File: config.mk
export PLATFORM = sky130hd
export DESIGN_NAME = indirect_update_queue
export DESIGN_NICKNAME = d
export VERILOG_FILES = /design/src/rtl/indirect_update_queue_pkg.sv /design/src/rtl/indirect_update_queue_update_fifo.sv /design/src/rtl/indirect_update_queue.sv
export SDC_FILE = /design/constraint.sdc
export NUM_CORES = 1
export LEC_CHECK = 0
export CAP_MARGIN = 20
export CORE_MARGIN = 8
export CORE_UTILIZATION = 53
export DETAILED_ROUTE_END_ITERATION = 16
export GPL_TIMING_DRIVEN = 0
export HOLD_SLACK_MARGIN = 0.06
export PLACE_DENSITY_LB_ADDON = 0.08
export SLEW_MARGIN = 20
export SYNTH_ARGS = -nofsm -noshare
export SYNTH_HDL_FRONTEND = slang
export SYNTH_SLANG_ARGS = --single-unit
File: constraint.sdc
create_clock -name clk -period 4.9 [get_ports clk]
set_input_delay 0.98 -clock clk [delete_from_list [all_inputs] [get_ports clk]]
set_output_delay 0.98 -clock clk [all_outputs]
set_load 0.005 [all_outputs]
File: src/rtl/indirect_update_queue_pkg.sv
// rtl/indirect_update_queue_pkg.sv - shared types and constants for the indirect update queue
package indirect_update_queue_pkg;

    localparam int BHR_W         = 10;
    localparam int DEFAULT_DEPTH = 4;

    // One pending target-cache write: where the branch lives, where it
    // really went, and the history it was predicted with.
    typedef struct packed {
        logic [31:0]      pc;
        logic [31:0]      target;
        logic [BHR_W-1:0] bhr;
    } iuq_entry_t;

endpackage

File: src/rtl/indirect_update_queue_update_fifo.sv
// rtl/indirect_update_queue_update_fifo.sv - pending-update storage with wrapping pointers
//
// Ports:
//   clk, reset        rising-edge clock, synchronous active-high reset
//   push, push_data   enqueue one entry (taken when not full, or full with pop)
//   pop               dequeue the head entry (ignored when empty)
//   full, empty       occupancy flags
//   head              entry at the read pointer
module update_fifo
    import indirect_update_queue_pkg::*;
#(
    parameter int DEPTH = DEFAULT_DEPTH
) (
    input  logic       clk,
    input  logic       reset,
    input  logic       push,
    input  iuq_entry_t push_data,
    input  logic       pop,
    output logic       full,
    output logic       empty,
    output iuq_entry_t head
);

    localparam int AW = $clog2(DEPTH);
    localparam int CW = AW + 1;

    iuq_entry_t      mem [DEPTH];
    logic [AW-1:0]   wr_ptr;
    logic [AW-1:0]   rd_ptr;
    logic [CW-1:0]   count;
    logic            do_push;
    logic            do_pop;

    assign full    = (count == CW'(DEPTH));
    assign empty   = (count == '0);
    assign do_pop  = pop && !empty;
    // A full queue still takes a push when the head leaves the same cycle.
    assign do_push = push && (!full || do_pop);
    assign head    = mem[rd_ptr];

    // DEPTH is a power of two, so the pointers wrap by natural overflow.
    always_ff @(posedge clk) begin
        if (reset) begin
            wr_ptr <= '0;
            rd_ptr <= '0;
            count  <= '0;
        end else begin
            if (do_push) begin
                wr_ptr <= wr_ptr + AW'(1);
            end
            if (do_pop) begin
                rd_ptr <= rd_ptr + AW'(1);
            end
            case ({do_push, do_pop})
                2'b10:   count <= count + CW'(1);
                2'b01:   count <= count - CW'(1);
                default: count <= count;
            endcase
        end
    end

    // Storage is left uncleared by reset; the pointers alone define validity.
    always_ff @(posedge clk) begin
        if (do_push) begin
            mem[wr_ptr] <= push_data;
        end
    end

endmodule

File: src/rtl/indirect_update_queue.sv
// rtl/indirect_update_queue.sv - queues mispredicted indirect branches for target-cache update
//
// Ports:
//   clk, reset                       rising-edge clock, synchronous active-high reset
//   res_valid / res_ready            resolved-branch handshake
//   res_pc, res_target,
//   res_pred_target, res_BHR         resolved branch details
//   update_hold                      stall the target-cache write port
//   update_en, update_pc,
//   update_target, update_BHR        target-cache write port (zero when idle)
//   redirect_valid, redirect_pc      one-cycle fetch redirect after a mispredict
//   mispredict_cnt                   saturating mispredict count
module indirect_update_queue
    import indirect_update_queue_pkg::*;
#(
    parameter int DEPTH = DEFAULT_DEPTH,
    parameter int CNT_W = 16
) (
    input  logic             clk,
    input  logic             reset,
    input  logic             res_valid,
    output logic             res_ready,
    input  logic [31:0]      res_pc,
    input  logic [31:0]      res_target,
    input  logic [31:0]      res_pred_target,
    input  logic [BHR_W-1:0] res_BHR,
    input  logic             update_hold,
    output logic             update_en,
    output logic [31:0]      update_pc,
    output logic [31:0]      update_target,
    output logic [BHR_W-1:0] update_BHR,
    output logic             redirect_valid,
    output logic [31:0]      redirect_pc,
    output logic [CNT_W-1:0] mispredict_cnt
);

    logic       fifo_full;
    logic       fifo_empty;
    iuq_entry_t fifo_head;
    iuq_entry_t push_entry;
    logic       pop;
    logic       xfer;
    logic       mispredict;

    // No write leaves during a reset cycle even if entries were pending.
    assign pop        = !reset && !fifo_empty && !update_hold;
    assign res_ready  = !fifo_full || pop;
    assign xfer       = res_valid && res_ready;
    // Correctly predicted branches are accepted and dropped.
    assign mispredict = xfer && (res_target != res_pred_target);

    assign push_entry = '{pc: res_pc, target: res_target, bhr: res_BHR};

    update_fifo #(
        .DEPTH (DEPTH)
    ) u_fifo (
        .clk       (clk),
        .reset     (reset),
        .push      (mispredict),
        .push_data (push_entry),
        .pop       (pop),
        .full      (fifo_full),
        .empty     (fifo_empty),
        .head      (fifo_head)
    );

    assign update_en     = pop;
    assign update_pc     = pop ? fifo_head.pc     : '0;
    assign update_target = pop ? fifo_head.target : '0;
    assign update_BHR    = pop ? fifo_head.bhr    : '0;

    always_ff @(posedge clk) begin
        if (reset) begin
            redirect_valid <= 1'b0;
            redirect_pc    <= '0;
            mispredict_cnt <= '0;
        end else begin
            redirect_valid <= mispredict;
            redirect_pc    <= mispredict ? res_target : '0;
            if (mispredict && (mispredict_cnt != {CNT_W{1'b1}})) begin
                mispredict_cnt <= mispredict_cnt + CNT_W'(1);
            end
        end
    end

endmodule

# After elaboration in Yosys (flattened, before gate mapping)
# Memories as Yosys holds them, arrays and structs flattened. A register that Yosys moved wholly into a read port is not among the register bits.
# Cells that the tools add are included.
[totals]
reg_bits = 56
ram_bits = 296
inputBits = 110
output_inout_bits = 125
wordCells = 42
n_memories = 1
[memory_table]
columns = ["name", "depth", "word_bits", "rd", "rd_clocked_by_memory_dff", "wr", "line_no", "source"]
rows = [
  ["u_fifo.mem", 4, 74, 1, 1, 1, "indirect_update_queue_update_fifo.sv:27", "iuq_entry_t mem [DEPTH];"],
]
[op_classes]
n_addsub = 5
n_eq_ne = 5
n_mux = 8
bitwise = 1
reduce_logical = 16
[ops]
columns = ["cell", "count"]
rows = [
  ["two-way mux 32 bit", 2],
  ["inequality test 32 bit", 1],
  ["adder 16 x 1 -> 16 bit (second input constant)", 1],
  ["inequality test 16 bit (second input constant)", 1],
  ["two-way mux 10 bit", 1],
  ["logical AND 1 bit", 7],
  ["one-hot mux 3 bit (2 select lines)", 1],
  ["adder 2 x 1 -> 2 bit (second input constant)", 2],
  ["logical NOT 1 bit", 4],
  ["two-way mux 2 bit", 2],
  ["adder 3 x 1 -> 3 bit (second input constant)", 1],
  ["equality test 3 bit (second input constant)", 1],
  ["logical NOT 3 bit", 1],
  ["subtractor 3 x 1 -> 3 bit (second input constant)", 1],
  ["equality test 2 x 1 -> 1 bit (second input constant)", 1],
  ["equality test 2 bit (second input constant)", 1],
  ["logical OR 1 bit", 2],
  ["two-way mux 1 bit", 2],
  ["nonzero test 2 bit", 1],
  ["OR reduction 2 bit", 1],
  ["inverter 1 bit", 1],
]

# Longest topological paths before layout
# Gate-level depths: netlist (run 1).
[logic_depth]
word_depth = 10
ltp_mapped = 13
ltp_nobuf = 12

# Modules after synthesis
# Synthesis (run 1) repeated with hierarchy kept, for this count alone.
[hier_totals]
cells_unflattened = 750
hier_area_um2 = 13828.3
[modules_own_cells]
columns = ["mod", "instances", "cells_each", "area_per_inst_um2", "seq_area_each_um2"]
rows = [
  ["update_fifo", 1, 440, 11165.7, 9068.7],
  ["indirect_update_queue", 1, 310, 2662.6, 980.9],
]

# Least setup slack after synthesis (run 1)
# No wires, ideal clock.
[synth_path]
kind = "input-to-reg"
start = "input port reset"
end = "memory u_fifo.mem[0][0] in the netlist's numbering (enable)"
t_arrival_ns = 3.260
required_time_ns = 4.459
setup_slack_ns = 1.200
path_stages = 5
path_buffers = 2
path_cell_list = "buf_6 > nor2_8 > o41a_1 > buf_6 > and3_1"
[synth_between]
elab_chain_len = 9
[synth_lines]
columns = ["element", "line_no", "source"]
rows = [
  ["start: declaration", "indirect_update_queue.sv:20", "input logic reset,"],
  ["logical NOT 1 bit (*)", "indirect_update_queue.sv:46", "assign pop = !reset && !fifo_empty && !update_hold;"],
  ["logical AND 1 bit (*) (2 in series)", "indirect_update_queue.sv:46", ""],
  ["logical OR 1 bit", "indirect_update_queue.sv:47", "assign res_ready = !fifo_full || pop;"],
  ["logical AND 1 bit", "indirect_update_queue.sv:48", "assign xfer = res_valid && res_ready;"],
  ["logical AND 1 bit", "indirect_update_queue.sv:50", "assign mispredict = xfer && (res_target != res_pred_target);"],
  ["logical AND 1 bit (*)", "indirect_update_queue_update_fifo.sv:38", "assign do_push = push && (!full || do_pop);"],
  ["two-way mux 1 bit (*)", "indirect_update_queue_update_fifo.sv:64", "if (do_push) begin"],
  ["two-way mux 1 bit (implied by the code) (*)", "indirect_update_queue_update_fifo.sv:65", "mem[wr_ptr] <= push_data;"],
  ["end: declaration", "indirect_update_queue_update_fifo.sv:27", ""],
]
# Every way passes the cells marked *; elsewhere a longest branch is shown, timed or not.

# Worst setup path in the final report (run 1)
[layout_path]
start = "input port update_hold"
end = "output port update_target[25]"
[layout_between]
elab_chain_len = 3
[layout_lines]
columns = ["element", "line_no", "source"]
rows = [
  ["start: declaration", "indirect_update_queue.sv:27", "input logic update_hold,"],
  ["logical NOT 1 bit", "indirect_update_queue.sv:46", ""],
  ["logical AND 1 bit", "indirect_update_queue.sv:46", ""],
  ["two-way mux 32 bit", "indirect_update_queue.sv:69", "assign update_target = pop ? fifo_head.target : '0;"],
  ["end: declaration", "indirect_update_queue.sv:30", "output logic [31:0] update_target,"],
]
# No other way between the ends.

==> out/qor.csv, run 1 <==
stage,metric,value,unit
status,run status,"complete, no violations",
final_layout,FF+latch area,10000,sq um
final_layout,multi-input combinational cell area,3560,sq um
setup_path,startpoint types,primary input,
clock_network,TritonCTS buffer count,36,
timing,Worst Max-Slew Pin Slew,0.806,ns
global_routing,vias in the first global route,7972,
timing,maximum clock frequency,0.219,GHz
power,leakage power figure,5.89,nW
synth,Post-synth top flop,edfxtp_1,
final_layout,Syn-to-layout area delta,29.2,%
setup_path,Critical Path Fanout Max,10,
timing,setup-violating endpoint count in the final report,0,
synth,most area-hungry cell type in the Yosys netlist,edfxtp_1,
synth,number of synthesized flops with an enable pin,296,
floorplan,initial core utilization,53.5,%
global_routing,GRT overflow,0,
synth,top cells by area in the synthesized netlist,"edfxtp_1 64%, mux4_2 12%, dfxtp_1 8.4%, and2_1 4.8%, xor2_1 2.2%",
synth,Synth Instances,741,
setup_path,required time at the endpoint of the critical path,3.92,ns
floorplan,total I/O pin count,235,
floorplan,Die Span X,177,microns
timing,Fin. Hold Viols,0,
route,total length of routed wires,30100,microns
synth,syn nets,858,
global_routing,first-pass GRT wire length,45900,microns
timing,worst setup skew after layout,0.0254,ns
setup_path,kind of capture point of the worst setup path,output pin,
synth,yosys synthesis warning count,0,
clock_network,cell chosen for the clock root,clkbuf_16,
route,average wire length per cell after detail routing,21.9,microns
timing,clock period minus worst slack,4.57,ns
synth,most common cell in the netlist,edfxtp_1,
clock_network,worst-case clock buffer depth,3,
clock_network,post-CTS setup buffers,0,
timing,aggregate negative setup slack,0,ns
route,per-cell via count in the routed design,5.45,
final_layout,fill cell count,1744,
synth,Syn Area/Cell,18.6,sq um
floorplan,Die ar.,31400,sq um
final_layout,final cell count without fillers,1377,
place,number of buffer cells added on primary ports,233,
global_routing,global-route usage over all layers,19.2,%
clock_network,clock tree from TritonCTS,built,
floorplan,number of placement rows,59,
setup_path,type of the setup path with the least slack,primary input to output pin,
place,placed cells,1313,
synth,number of flip-flops and latches in the synthesized netlist,354,
place,routability cong.,0.782,
place,placed wire-length estimate after detailed placement,19900,microns
min_path,class of the tightest hold or removal check,register to register,
clock_network,number of buffers inserted for hold repair after clock tree synthesis,0,
synth,leading cell types by count after synthesis,"296 x edfxtp_1, 106 x and2_1, 74 x mux4_2, 58 x dfxtp_1, 35 x xor2_1",
route,final antenna-violating net count,0,
global_routing,largest net degree at the start of global routing,44,
clock_network,clock-pin transition on the worst setup and hold timing paths,0.05,ns
floorplan,y dimension of the die,177,microns
final_layout,layout cells sized above 1,15.7,%
setup_path,data arrival time of the critical path,3.59,ns
route,vias post-DR,7502,
run,number of maximum-capacitance violations,0,
synth,number of distinct library cells after synthesis,46,
timing,"Period Utilization, post-route",93.4,%
final_layout,total inserted antenna cells,0,
synth,proportion of netlist area held by the largest area contributor,64.5,%
timing,Max-Slew Margin vs Limit,46.2,%
clock_network,number of gates resized after CTS,0,
route,Iter 0 DRT Violations,476,
final_layout,Total Nets Final,1133,
power,maximum VDD drop,0.329,mV
clock_network,CTS H-tree lvls,2,
setup_path,"reg-to-reg slack, setup",2.03,ns
clock_network,clock insertion delay at the later pin of the skew report,0.52,ns
floorplan,total core area,25800,sq um
timing,setup repair after global routing missed its margin,false,
power,areal power density over the cells,389,nW/um^2
global_routing,antenna violations before repair,0,
route,post-detailed-route DRC marker count,0,
synth,cell area after technology mapping,13800,sq um
synth,Synth async-reset ratio,0,%
timing,max-slew violation count,0,
route,number of search-and-repair iterations in the first detailed-routing pass,6,
synth,sequential-to-total area share from yosys stat,72.9,%
clock_network,# clock sinks,354,
-- layout make-up --
class	count	area share, %
Buffer	35	0.885
Multi-Input combinational cell	342	20.0
Timing Repair Buffer	237	13.7
Inverter	10	0.211
Clock inverter	16	0.892
Sequential cell	354	56.4
Tap cell	335	2.35
Clock buffer	48	5.54
-- sequential cells by signal, indices dropped and copies added, names as in the netlist, named ones only --
signal and cells:
redirect_valid 1, u_fifo.mem 296, u_fifo.rd_ptr 2, u_fifo.count 3, redirect_pc 32, mispredict_cnt 16, u_fifo.wr_ptr 2
-- where the power goes --
group	leakage (nW)	internal [W]	total [W]	switching [W]
combinational	2.14	0.000435	0.000803	0.000368
sequential	3.19	0.00343	0.00347	0.0000421
clock	0.560	0.00158	0.00264	0.00107
-- cells in the final DEF (no fill, tap or decap), types with 7 or more instances in the layout --
cell	n
edfxtp_1	296
clkdlybuf4s50_1	233
and2_1	106
mux4_2	74
dfxtp_1	58
clkbuf_16	37
xor2_1	35
clkbuf_1	31
nor2_1	21
nor4_1	11
inv_1	10
buf_2	9
mux2_2	8
a21oi_1	7
nor2b_1	7
-- path summary, 6_finish.rpt --
| kind | end | from | depth (start not counted) |
|---|---|---|---|
| worst min-delay path | mispredict_cnt[15] | mispredict_cnt[15] | 2 |
| worst max-delay path | update_target[25] | update_hold | 7 |
| worst min register to register | mispredict_cnt[15] | mispredict_cnt[15] | 2 |
| worst max register to register | u_fifo.count[2] | u_fifo.count[2] | 11 |
-- per-layer routing --
metal	global-route usage (%)	part of all wire, %	wire length, microns
met2	31.7	49	14800
met1	23.9	40	12100
met5	0	0	0
met3	6.57	8.3	2500
met4	5.31	2.1	633
-- worst max-delay path: stages --
cell and delay [ns]:
clkdlybuf4s50_1 0.48, nor2_8 0.14, o31a_1 0.33, clkbuf_1 0.46, clkbuf_1 0.43, and2_1 0.21
clkdlybuf4s50_1 0.55
-- stage by stage --
step	hold slack, ns	setup WS [ns]	cell area, sq um	util [%]	total power (W)
2_1_floorplan	0.481	1.20	13800	-	0.00394
3_3_place_gp	0.492	-1.22	16500	64.2	0.00435
3_5_place_dp	0.510	-0.184	16700	64.7	0.00436
4_1_cts	0.518	0.211	17800	69.1	0.00700
5_1_grt	0.547	0.113	17800	69.1	0.00717
6_report	0.523	0.325	17800	69.1	0.00692
-- cells by family after synthesis --
kind of cell | count (synthesis) | synth area share [%]
compound gates | 25 | 1.33
xor+xnor | 36 | 2.29
fa+ha+maj | 7 | 0.690
buf+inv | 45 | 1.42
flops | 354 | 72.9
mux | 82 | 12.7
simple gates | 192 | 8.62
No activity file was read; power rests on OpenSTA's default activity.
==> run 2, diff against run 1 <==
--- a/config.mk
+++ b/config.mk
@@ -12,6 +12,7 @@
 export GPL_TIMING_DRIVEN = 0
 export HOLD_SLACK_MARGIN = 0.06
 export PLACE_DENSITY_LB_ADDON = 0.08
+export SETUP_SLACK_MARGIN = 0.2
 export SLEW_MARGIN = 20
 export SYNTH_ARGS = -nofsm -noshare
 export SYNTH_HDL_FRONTEND = slang
==> out/qor.csv, run 2 (same netlist as run 1, synthesis figures left out) <==
stage,metric,value,unit,change
status,run status,"complete, no violations",,
power,total internal power,0.00544,W,about the same
floorplan,initial core utilization,53.5,%,unchanged
place,Setup WS pre-CTS,-0.184,ns,unchanged
clock_network,clock-pin transition on the worst setup and hold timing paths,0.05,ns,about the same
clock_network,worst-case clock buffer depth,3,,unchanged
place,placed wire-length estimate after detailed placement,19900,microns,unchanged
power,areal power density over the cells,388,nW/um^2,about the same
route,total length of routed wires,30100,microns,about the same
floorplan,y dimension of the die,177,microns,unchanged
final_layout,Util after Layout,69.2,%,about the same
timing,maximum clock frequency,0.227,GHz,+3.6%
timing,worst setup skew after layout,0.0244,ns,-0.00108 ns
global_routing,vias in the first global route,7972,,unchanged
setup_path,"critical path, cell by cell",clkdlybuf4s50_1 > nor2_8 > o31a_1 > clkbuf_2 > clkbuf_1 > and2_1 > clkdlybuf4s50_1,,
final_layout,Total Nets Final,1133,,unchanged
final_layout,post-route standard cell area excluding fillers,17800,sq um,about the same
setup_path,slowest library cell on the worst path,clkdlybuf4s50_1,,
power,switching share of total power,21.3,%,about the same
floorplan,Die ar.,31400,sq um,unchanged
setup_path,kind of cell adding the most delay to the critical path,buffers and inverters,,
timing,Max-Slew Margin vs Limit,45.6,%,-0.69 points
setup_path,number of buffer and inverter stages on the critical path,4,,unchanged
final_layout,register containing the most flip-flops in the final layout,u_fifo.mem,,
setup_path,data arrival time of the critical path,3.43,ns,-0.16 ns
route,average wire length per cell after detail routing,21.9,microns,about the same
clock_network,CTS H-tree lvls,2,,unchanged
setup_path,largest incremental delay on the critical path,0.55,ns,about the same
clock_network,post-CTS setup buffers,0,,unchanged
setup_path,library cell appearing most often on the critical path,clkdlybuf4s50_1,,
route,per-cell via count in the routed design,5.44,,-0.15%
floorplan,total core area,25800,sq um,unchanged
power,Clk pwr share,38.2,%,about the same
route,post-detailed-route DRC marker count,0,,unchanged
place,placed cells,1313,,unchanged
setup_path,type of the setup path with the least slack,primary input to output pin,,
power,leakage power figure,5.90,nW,about the same
final_layout,Syn-to-layout area delta,29.3,%,about the same
clock_network,number of buffers inserted for hold repair after clock tree synthesis,0,,unchanged
route,final antenna-violating net count,0,,unchanged
final_layout,most frequent cells in the layout,"296 x edfxtp_1, 233 x clkdlybuf4s50_1, 106 x and2_1",,
clock_network,number of gates resized after CTS,0,,unchanged
setup_path,required time at the endpoint of the critical path,3.92,ns,about the same
route,Iter 0 DRT Violations,481,,+1.1%
route,number of search-and-repair iterations in the first detailed-routing pass,5,,-1
clock_network,# clock sinks,354,,unchanged
setup_path,kind of capture point of the worst setup path,output pin,,
floorplan,total I/O pin count,235,,unchanged
floorplan,Die Span X,177,microns,unchanged
clock_network,TritonCTS buffer count,36,,unchanged
timing,worst hold margin,0.516,ns,-0.00738 ns
final_layout,layout cells sized above 1,15.9,%,+0.19 points
power,Net Sw Power,0.00148,W,about the same
timing,max-slew violation count,0,,unchanged
global_routing,largest net degree at the start of global routing,44,,unchanged
place,"Cell Area, Placed",16700,sq um,unchanged
timing,setup-violating endpoint count in the final report,0,,unchanged
final_layout,max FFs per register,296,,unchanged
final_layout,most frequent standard cell in the layout excluding fill and tap cells,edfxtp_1,,
timing,Fin. Hold Viols,0,,unchanged
final_layout,Largest regs,"u_fifo.mem (296), redirect_pc (32), mispredict_cnt (16)",,
timing,setup repair after global routing missed its margin,false,,
final_layout,fill cell count,1741,,-0.17%
power,fraction of power consumed by sequential logic,50.2,%,about the same
timing,Worst Max-Slew Pin Slew,0.817,ns,+0.0103 ns
min_path,class of the tightest hold or removal check,register to register,,
timing,clock period minus worst slack,4.41,ns,-0.160 ns
power,share of total power in combinational logic,11.6,%,about the same
setup_path,startpoint types,primary input,,
global_routing,antenna violations before repair,0,,unchanged
setup_path,Critical Path Fanout Max,10,,unchanged
run,number of maximum-capacitance violations,0,,unchanged
place,number of buffer cells added on primary ports,233,,unchanged
timing,"Period Utilization, post-route",90.1,%,-3.3 points
global_routing,global-route usage over all layers,19.2,%,unchanged
floorplan,number of placement rows,59,,unchanged
final_layout,total inserted antenna cells,0,,unchanged
power,maximum VDD drop,0.328,mV,about the same
route,vias post-DR,7491,,-0.15%
place,routability cong.,0.782,,unchanged
clock_network,clock insertion delay at the later pin of the skew report,0.52,ns,about the same
global_routing,GRT overflow,0,,unchanged
final_layout,final cell count without fillers,1377,,unchanged
timing,worst setup slack after layout,0.485,ns,+0.160 ns
clock_network,clock tree from TritonCTS,built,,
global_routing,first-pass GRT wire length,45900,microns,unchanged
clock_network,cell chosen for the clock root,clkbuf_16,,
==> run 2: final cells by class <==
class                   instances  area (sq um)  area share [%]
repair buffers                237          2430            13.7
clock inverters                16           159           0.892
clock buffers                  48           987            5.54
multi-input cells             342          3570            20.0
flip-flops and latches        354         10000            56.4
inverters                      10          37.5           0.211
well taps                     335           419            2.35
plain buffers                  35           159           0.892
==> run 2: path summary, 6_finish.rpt <==
| kind | endpoint | start | depth (start not counted) | slack, ns |
|---|---|---|---|---|
| worst max-delay path | update_target[25] | update_hold | 7 | 0.49 |
| worst min-delay path | mispredict_cnt[15] | mispredict_cnt[15] | 2 | 0.52 |
| worst max register to register | u_fifo.count[2] | u_fifo.count[2] | 11 | 2.03 |
| worst min register to register | mispredict_cnt[15] | mispredict_cnt[15] | 2 | 0.52 |
==> run 2: power groups by stage <==
stage	Clock [W]	Combinational, W	Sequential, W
2_1_floorplan	0	0.000407	0.00354
3_3_place_gp	0	0.000795	0.00355
3_5_place_dp	0	0.000822	0.00354
4_1_cts	0.00270	0.000826	0.00348
5_1_grt	0.00281	0.000878	0.00349
6_report	0.00264	0.000804	0.00347
==> run 2: worst register-to-register path: stages, from the launching register on <==
cell	delay, ns
dfxtp_1	0.38
inv_1	0.07
or4_1	0.60
nand2_2	0.22
nor2_1	0.13
inv_1	0.11
ha_1	0.18
inv_1	0.07
fa_1	0.44
xor2_1	0.16
or3_1	0.31
a21oi_1	0.13
==> run 2: metal layers <==
metal / up-vias / wire, microns / GRT usage, %
li1: 3442 / - / -
met1: 3773 / 12100 / 23.9
met2: 241 / 14800 / 31.7
met3: 35 / 2570 / 6.57
met4: 0 / 567 / 5.31
met5: - / 0 / 0
==> run 2: per-stage QoR <==
stage	setup TNS, ns	total power, W
floorplan	0	0.00394
global placement	-350.65	0.00435
detailed placement	-0.184	0.00436
CTS	0	0.00700
global route	0	0.00717
finish	0	0.00692
==> run 3, diff against run 2 <==
--- a/config.mk
+++ b/config.mk
@@ -7,8 +7,10 @@
 export LEC_CHECK = 0
 export CAP_MARGIN = 20
 export CORE_MARGIN = 8
-export CORE_UTILIZATION = 53
+export CORE_UTILIZATION = 55
 export DETAILED_ROUTE_END_ITERATION = 16
+export DONT_BUFFER_PORTS = 1
+export GPL_ROUTABILITY_DRIVEN = 0
 export GPL_TIMING_DRIVEN = 0
 export HOLD_SLACK_MARGIN = 0.06
 export PLACE_DENSITY_LB_ADDON = 0.08
==> constraint.sdc (replaced) <==
create_clock -name clk -period 4.3 [get_ports clk]
set_input_delay 0.86 -clock clk [delete_from_list [all_inputs] [get_ports clk]]
set_output_delay 0.86 -clock clk [all_outputs]
set_load 0.005 [all_outputs]
==> out/qor.csv, run 3 (same netlist as run 1, synthesis figures left out) <==
stage,metric,value,unit,change
status,run status,"complete, no violations",,
setup_path,type of the setup path with the least slack,primary input to register,,
clock_network,post-CTS setup buffers,0,,unchanged
final_layout,Largest regs,"u_fifo.mem (296), redirect_pc (32), mispredict_cnt (16)",,
floorplan,total core area,24900,sq um,-3.4%
timing,clock period minus worst slack,3.81,ns,
setup_path,largest incremental delay on the critical path,0.56,ns,about the same
timing,"Period Utilization, post-route",88.6,%,
setup_path,Critical R2R Launch,u_fifo.count[2],,
floorplan,total I/O pin count,235,,unchanged
timing,Fin. Hold Viols,0,,unchanged
setup_path,"critical path, cell by cell",xor2_1 > nor4_1 > nand4_1 > nor2_1 > buf_2 > nor2_1 > inv_1 > ha_1 > inv_1 > fa_1 > xor2_1 > or3_1 > a21oi_1,,
floorplan,y dimension of the die,174,microns,-1.7%
timing,max-slew violation count,0,,unchanged
place,number of buffer cells added on primary ports,0,,-100%
clock_network,CTS H-tree lvls,2,,unchanged
power,maximum VDD drop,0.364,mV,+11%
global_routing,global-route usage over all layers,19.0,%,-0.21 points
route,average wire length per cell after detail routing,25.5,microns,+17%
route,number of search-and-repair iterations in the first detailed-routing pass,4,,-1
run,number of maximum-capacitance violations,0,,unchanged
route,final antenna-violating net count,0,,unchanged
final_layout,Util after Layout,62.3,%,-6.9 points
floorplan,initial core utilization,55.4,%,+1.9 points
route,per-cell via count in the routed design,5.91,,+8.6%
place,"Cell Area, Placed",14300,sq um,-14%
timing,maximum clock frequency,0.262,GHz,
route,Iter 0 DRT Violations,494,,+2.7%
final_layout,post-route standard cell area excluding fillers,15500,sq um,-13%
route,post-detailed-route DRC marker count,0,,unchanged
final_layout,multi-input combinational cell area,3560,sq um,-0.32%
clock_network,clock-pin transition on the worst setup and hold timing paths,0.06,ns,about the same
setup_path,"reg-to-reg slack, setup",1.30,ns,-0.73 ns
setup_path,endpoint of the most critical register-to-register path,u_fifo.count[2],,
final_layout,fill cell count,1822,,+4.7%
floorplan,Die ar.,30400,sq um,-3.3%
global_routing,first-pass GRT wire length,44000,microns,-4.2%
setup_path,data arrival time of the critical path,4.25,ns,+0.82 ns
timing,worst setup slack after layout,0.490,ns,+0.00473 ns
floorplan,number of placement rows,58,,-1.7%
final_layout,most frequent cells in the layout,"296 x edfxtp_1, 106 x and2_1, 74 x mux4_2",,
global_routing,largest net degree at the start of global routing,40,,-9.1%
global_routing,vias in the first global route,7311,,-8.3%
setup_path,kind of capture point of the worst setup path,register,,
min_path,end point of the worst hold path,u_fifo.mem[2][38],,
min_path,instance count along the most critical hold path,0,,-2
timing,worst hold margin,0.438,ns,-0.0780 ns
final_layout,total inserted antenna cells,0,,unchanged
floorplan,Die Span X,174,microns,-1.7%
global_routing,antenna violations before repair,0,,unchanged
final_layout,Syn-to-layout area delta,12.4,%,
power,leakage power figure,5.04,nW,-14%
timing,setup repair after global routing missed its margin,false,,
power,areal power density over the cells,491,nW/um^2,+26%
clock_network,TritonCTS buffer count,36,,unchanged
setup_path,required time at the endpoint of the critical path,4.74,ns,+0.82 ns
final_layout,layout cells sized above 1,20.3,%,+4.4 points
timing,worst setup skew after layout,0.0104,ns,-0.0140 ns
setup_path,Critical Path Fanout Max,10,,unchanged
timing,Max-Slew Margin vs Limit,30.4,%,-15 points
final_layout,max FFs per register,296,,unchanged
final_layout,Total Nets Final,900,,-21%
setup_path,slowest library cell on the worst path,nor4_1,,
clock_network,# clock sinks,354,,unchanged
setup_path,Critical Path Source,res_pred_target[4],,
place,placed wire-length estimate after detailed placement,19000,microns,-4.8%
final_layout,FF+latch area,10000,sq um,unchanged
min_path,class of the tightest hold or removal check,primary input to register,,
clock_network,worst-case clock buffer depth,3,,unchanged
final_layout,most frequent standard cell in the layout excluding fill and tap cells,edfxtp_1,,
final_layout,register containing the most flip-flops in the final layout,u_fifo.mem,,
setup_path,depth of the worst register-to-register path,11,,unchanged
clock_network,clock insertion delay at the later pin of the skew report,0.51,ns,about the same
place,Setup WS pre-CTS,-0.0501,ns,+0.133 ns
clock_network,number of gates resized after CTS,0,,unchanged
timing,Worst Max-Slew Pin Slew,1.04,ns,+0.220 ns
route,total length of routed wires,29000,microns,-3.7%
timing,setup-violating endpoint count in the final report,0,,unchanged
power,Total Power,0.00761,W,+10%
setup_path,startpoint types,primary input,,
global_routing,GRT overflow,0,,unchanged
clock_network,clock tree from TritonCTS,built,,
clock_network,cell chosen for the clock root,clkbuf_16,,
min_path,startpoint of the lowest-slack hold path,res_target[28],,
clock_network,number of buffers inserted for hold repair after clock tree synthesis,0,,unchanged
route,vias post-DR,6716,,-10%
==> run 3: cell types whose count changed in the layout (fill, tap and decap cells not counted), moves of 2 or more <==
cell and delta:
clkdlybuf4s50_1 -233, clkinv_2 -4, clkbuf_8 +3, clkinv_1 -3, bufinv_16 -2, clkbuf_16 +2
==> run 3: worst max-delay path by stage <==
stage                                    to  slack [ns]
final                       u_fifo.count[2]        0.49
after global routing        u_fifo.count[2]        0.30
after CTS                   u_fifo.count[2]        0.48
after detailed placement    u_fifo.count[2]       -0.05
after global placement    u_fifo.mem[1][34]       -1.22
after floorplan            u_fifo.mem[0][0]        0.72
==> run 3: area by class of cell <==
type	count	area share, %
Tap cell	330	2.66
Buffer	35	1.02
Clock inverter	9	0.589
Sequential cell	354	64.9
Multi-Input combinational cell	342	23.0
Clock buffer	53	6.96
Inverter	10	0.242
Timing Repair Buffer	4	0.711
==> run 3: metal layers <==
layer | routed length [microns] | global-route usage [%] | vias up
met5 | 0 | 0 | -
met4 | 501 | 4.81 | 0
met3 | 2850 | 7.44 | 39
met2 | 14800 | 32.1 | 270
met1 | 10800 | 22.5 | 3444
li1 | - | - | 2963
==> run 3: where the power goes <==
part	internal (W)	switching, W	total [W]	leakage, nW
Combinational	0.000289	0.000343	0.000631	1.29
Clock	0.00180	0.00121	0.00302	0.564
Sequential	0.00391	0.0000535	0.00397	3.19
Total	0.00601	0.00161	0.00761	5.04
==> run 3: critical path: cells and delay by family <==
family                   cells  cell delay, ns
adder cells (fa/ha/maj)      2            0.62
buffers and inverters        3            0.50
XOR/XNOR                     2            0.31
AND/OR/NAND/NOR              5            1.81
AO/OA/AOI/OAI                1            0.13
==> run 3: per-stage QoR <==
step | TNS [ns] | cells
2_1_floorplan | 0 | 741
3_3_place_gp | -357.44 | 1071
3_5_place_dp | -0.0501 | 1075
4_1_cts | 0 | 1137
5_1_grt | 0 | 1137
6_report | 0 | 1137
